==> src/rtl/rr_mux_arbiter.sv <==
// Round-robin arbiter and sequencer for a shared N:1 mux. It picks one requester fairly,
// captures that requester's word into an output register and hands it downstream with valid/ready.
module rr_mux_arbiter #(
  parameter int N = 4,
  parameter int W = 8
) (
  input  logic                 clk,
  input  logic                 rst,
  input  logic [N-1:0]         req,
  input  logic [N*W-1:0]       din,
  output logic [N-1:0]         gnt,
  output logic                 out_valid,
  output logic [W-1:0]         out_data,
  output logic [$clog2(N)-1:0] out_src,
  input  logic                 out_ready
);

  localparam int IW = $clog2(N);
  localparam logic [IW:0]   N_EXT    = (IW+1)'(N);
  localparam logic [IW-1:0] LAST_IDX = IW'(N-1);

  typedef enum logic {
    IDLE = 1'b0,
    BUSY = 1'b1
  } state_e;

  state_e          state_q, state_d;
  logic [IW-1:0]   ptr_q, ptr_d;
  logic [N-1:0]    gnt_q, gnt_d;
  logic            out_valid_q, out_valid_d;
  logic [W-1:0]    out_data_q, out_data_d;
  logic [IW-1:0]   out_src_q, out_src_d;

  logic [N-1:0]    ereq_s;
  logic            pick_found_s;
  logic [IW-1:0]   pick_idx_s;
  logic [IW:0]     scan_s;
  logic            capture_s;
  logic [W-1:0]    din_arr [N];

  for (genvar k = 0; k < N; k++) begin : g_unpack
    assign din_arr[k] = din[k*W +: W];
  end

  // The requester granted on the previous edge is masked so a held request cannot win twice in a row.
  assign ereq_s = req & ~gnt_q;

  // Rotating priority scan starting at ptr; the index wraps modulo N so non-power-of-2 N stays in range.
  always_comb begin
    pick_found_s = 1'b0;
    pick_idx_s   = '0;
    scan_s       = '0;
    for (int i = 0; i < N; i++) begin
      scan_s = {1'b0, ptr_q} + (IW+1)'(i);
      if (scan_s >= N_EXT) begin
        scan_s = scan_s - N_EXT;
      end else begin
        scan_s = scan_s;
      end
      if (!pick_found_s && ereq_s[scan_s[IW-1:0]]) begin
        pick_found_s = 1'b1;
        pick_idx_s   = scan_s[IW-1:0];
      end else begin
        pick_found_s = pick_found_s;
      end
    end
  end

  // Next-state and capture decision; gnt is a single-cycle pulse that defaults low.
  always_comb begin
    state_d     = state_q;
    ptr_d       = ptr_q;
    gnt_d       = '0;
    out_valid_d = out_valid_q;
    out_data_d  = out_data_q;
    out_src_d   = out_src_q;
    capture_s   = 1'b0;

    case (state_q)
      IDLE: begin
        if (pick_found_s) begin
          capture_s = 1'b1;
          state_d   = BUSY;
        end else begin
          state_d   = IDLE;
        end
      end
      BUSY: begin
        if (!out_ready) begin
          state_d = BUSY;
        end else if (pick_found_s) begin
          capture_s = 1'b1;
          state_d   = BUSY;
        end else begin
          out_valid_d = 1'b0;
          state_d     = IDLE;
        end
      end
      default: begin
        out_valid_d = 1'b0;
        state_d     = IDLE;
      end
    endcase

    if (capture_s) begin
      out_data_d         = din_arr[pick_idx_s];
      out_src_d          = pick_idx_s;
      out_valid_d        = 1'b1;
      gnt_d[pick_idx_s]  = 1'b1;
      ptr_d              = (pick_idx_s == LAST_IDX) ? '0 : pick_idx_s + IW'(1);
    end else begin
      gnt_d = '0;
    end
  end

  // State and output registers; reset discards any word in flight.
  always_ff @(posedge clk) begin
    if (rst) begin
      state_q     <= IDLE;
      ptr_q       <= '0;
      gnt_q       <= '0;
      out_valid_q <= 1'b0;
      out_data_q  <= '0;
      out_src_q   <= '0;
    end else begin
      state_q     <= state_d;
      ptr_q       <= ptr_d;
      gnt_q       <= gnt_d;
      out_valid_q <= out_valid_d;
      out_data_q  <= out_data_d;
      out_src_q   <= out_src_d;
    end
  end

  assign gnt       = gnt_q;
  assign out_valid = out_valid_q;
  assign out_data  = out_data_q;
  assign out_src   = out_src_q;

endmodule

==> config.mk <==
export PLATFORM = sky130hd
export DESIGN_NAME = rr_mux_arbiter
export DESIGN_NICKNAME = d
export VERILOG_FILES = /design/src/rtl/rr_mux_arbiter.sv
export SDC_FILE = /design/constraint.sdc
export NUM_CORES = 1
export LEC_CHECK = 0
export ABC_AREA = 1
export CAP_MARGIN = 20
export CORE_MARGIN = 5
export CORE_UTILIZATION = 43
export CTS_CLUSTER_DIAMETER = 200
export DETAILED_ROUTE_END_ITERATION = 8
export PLACE_DENSITY = 0.8
export SLEW_MARGIN = 30
export SYNTH_ARGS = -nofsm -noshare
export SYNTH_HDL_FRONTEND = slang
export SYNTH_SLANG_ARGS = --single-unit
==> constraint.sdc <==
create_clock -name clk -period 2.2 [get_ports clk]
set_input_delay 0.22 -clock clk [delete_from_list [all_inputs] [get_ports clk]]
set_output_delay 0.22 -clock clk [all_outputs]
set_load 0.02 [all_outputs]
==> results.yml <==
setup_path:
  critPathMaxFanout: 19
  crit_path_end_kind: "flip-flop"
  critPathArrivalTime_ps: 2140
  critPathRequiredTime_ps: 2410
  start_kind: "flip-flop"
  startpoint: "ptr_q[1]"
  crit_type: "reg2reg"
  rr_startpoint: "ptr_q[1]"
routing:
  wl_per_cell_um: 12.7
  drtAntennaViolNets: 0
  viasPerCell: 5.28
  vias: 1473
  drt_wl_total_mm: 3.56
  drt_iter0_markers: 80
  drcViolationCount: 0
  first_pass_iters: 4
flow_run:
  drv_cap: 0
global_route:
  gr-usage-all-layers: 0.171
  grt_max_degree: 20
  grt_util_met2: 0.269
  busiest_layer: "met2"
  grt_antenna_before_repair: 0
  grt_pass1_vias: 1355
  grt_pass1_wl_mm: 5.90
  grt.met3_usage: 0.0444
  use_met1: 0.229
  grt_overflow_total: 0
synthesis:
  avgSynthCellArea_um2: 6.96
  ys_warn_count: 0
  netlist-cell-type-count: 25
  syn_inst: 189
  ys_seq_elements: 18
  syn_nets: 230
  syn_area_um2: 1320
  yosysSeqAreaShare: 0.274
place:
  routabilityCongestion: 0.907
  io_buffers: 53
  place_hpwl_mm: 2.78
clocking:
  clock_path_buffers: 2
  cts_made_buffers: 3
  htreeDepth: 1
  cts.sinks: 18
  post-cts-setup-buffers: 0
  cts.clk_slew.worst_paths_ps: 100
  clk_latency_ps: 290
  cts_tree: "built"
  clock_tree.root_cell: "clkbuf_4"
timing:
  finalSetupViolations: 0
  period_share: 0.879
  grt_setup_unrepaired: "false"
  relSlewSlack: 0.805
  tns_ps: 0
  skew_ps: 11.4
  final.min_clock_period_ps: 1930
  slew_viol_final: 0
  max_freq_ghz: 0.517
  hold_viol_final: 0
  tightestPinTransition_ps: 292
hold_path:
  hold_path_startpoint: "out_data[5]"
  hp-class: "reg2reg"
power_and_ir_drop:
  power_mw: 2.67
  powerDensity_nw_per_um2: 1400
  ir_drop_v: 0.000612
  p_leak_nw: 0.850
cells_and_area:
  syn_to_final_growth_pct: 45.3
  final_layout_size_suffix_gt1_frac: 0.167
  nets: 289
  antennaDiodeCount: 0
die:
  ios: 54
  die_y_um: 65.3
  core_area_um2: 3000
  die_area_um2: 4270
  initial_utilization: 0.438
  die_w_um: 65.3
  rows: 20
run_status:
  status: "complete, no violations"
[stage by stage]
stage | instance area, um^2 | std cells | setup WS [ps] | utilization | hold slack (ps)
6_report | 1910 | 279 | 266 | 0.637 | 457
5_1_grt | 1910 | 279 | 75.5 | 0.637 | 478
4_1_cts | 1910 | 279 | 161 | 0.637 | 461
3_5_place_dp | 1890 | 276 | 112 | 0.629 | 441
3_3_place_gp | 1890 | 276 | 145 | 0.629 | 438
2_1_floorplan | 1320 | 189 | 434 | - | 289
[routing by layer]
layer / up-vias / wire [um]
li1: 761 / -
met1: 653 / 1670
met2: 55 / 1600
met3: 4 / 260
met4: 0 / 23
met5: - / 0
[cell families after synthesis]
| family | after synthesis | synth area share |
|---|---|---|
| adder cells (fa/ha/maj) | 2 | 0.0190 |
| AO/OA/AOI/OAI | 6 | 0.0238 |
| AND/OR/NAND/NOR | 143 | 0.601 |
| buffers and inverters | 20 | 0.0827 |
| flip-flops | 18 | 0.274 |
[where the power goes]
| part | internal (mW) | switching, mW | total [mW] |
|---|---|---|---|
| logic | 0.784 | 1.21 | 1.99 |
| clock network | 0.0636 | 0.0964 | 0.160 |
| registers | 0.442 | 0.0789 | 0.521 |
| total | 1.29 | 1.38 | 2.67 |
[final timing paths]
kind / endpoint / slack [ps] / depth (start not counted)
min reg2reg: out_data[5] / 460 / 2
max: ptr_q[1] / 270 / 11
max reg2reg: ptr_q[1] / 270 / 11
min: out_data[5] / 460 / 2
[placed cells by master (no fill, tap or decap)]
master,netlist,layout
nand2_4,3,3
nand2_1,53,53
nand3_2,5,5
nand4_1,18,18
o21ai_1,2,2
nand3_4,2,2
o21ai_0,1,1
nand3_1,38,38
a21oi_1,2,2
o22ai_1,1,1
inv_1,10,10
inv_2,3,3
buf_4,0,7
inv_6,1,1
dfxtp_1,18,17
clkbuf_4,0,3
nand2_8,1,1
ha_1,2,2
nand2_2,12,12
nand4_4,1,1
nor2_4,1,1
clkdlybuf4s50_1,0,53
nor3_2,1,1
dfxtp_2,0,1
nor2_1,7,7
and2_1,1,1
[synth_stat cells, drive strengths merged]
master   n  area (um^2)
a21oi    2         10.0
and2     1         6.26
buf      6         51.3
dfxtp   18          360
ha       2         25.0
inv     14         57.6
nand2   69          328
nand3   45          275
nand4   19          134
nor2     8         37.5
nor3     1         10.0
o21ai    3         15.0
o22ai    1         6.26
[layout make-up]
type,instances,area [um^2]
tap,33,41.3
multi-input combinational,151,847
fill,276,1090
sequential,18,362
timing repair buffer,60,583
inverter,14,57.6
clock buffer,3,22.5
[flip-flops by register name (all words and copies together) (netlist names)]
name and flops:
ptr_q 2, out_data 8, gnt 4, out_src 2
out_valid 1, state_q 1
[worst max-delay path: stages, from the launching register on]
cell and delay (ps):
dfxtp_1 460, inv_2 130, nand2_2 90, nand2_2 90, nand3_2 90, nand2_4 70, nand2_4 90, nand2_4 60
nand2_8 60, nand3_4 210, ha_1 350, o22ai_1 130
[timing repair]
item / 4_1_cts / 5_1_grt
setup endpoints to repair: 0 / 1
hold buffers: 0 / 0
gates resized for setup: 0 / 1
No activity file was read; power rests on OpenSTA's default activity.
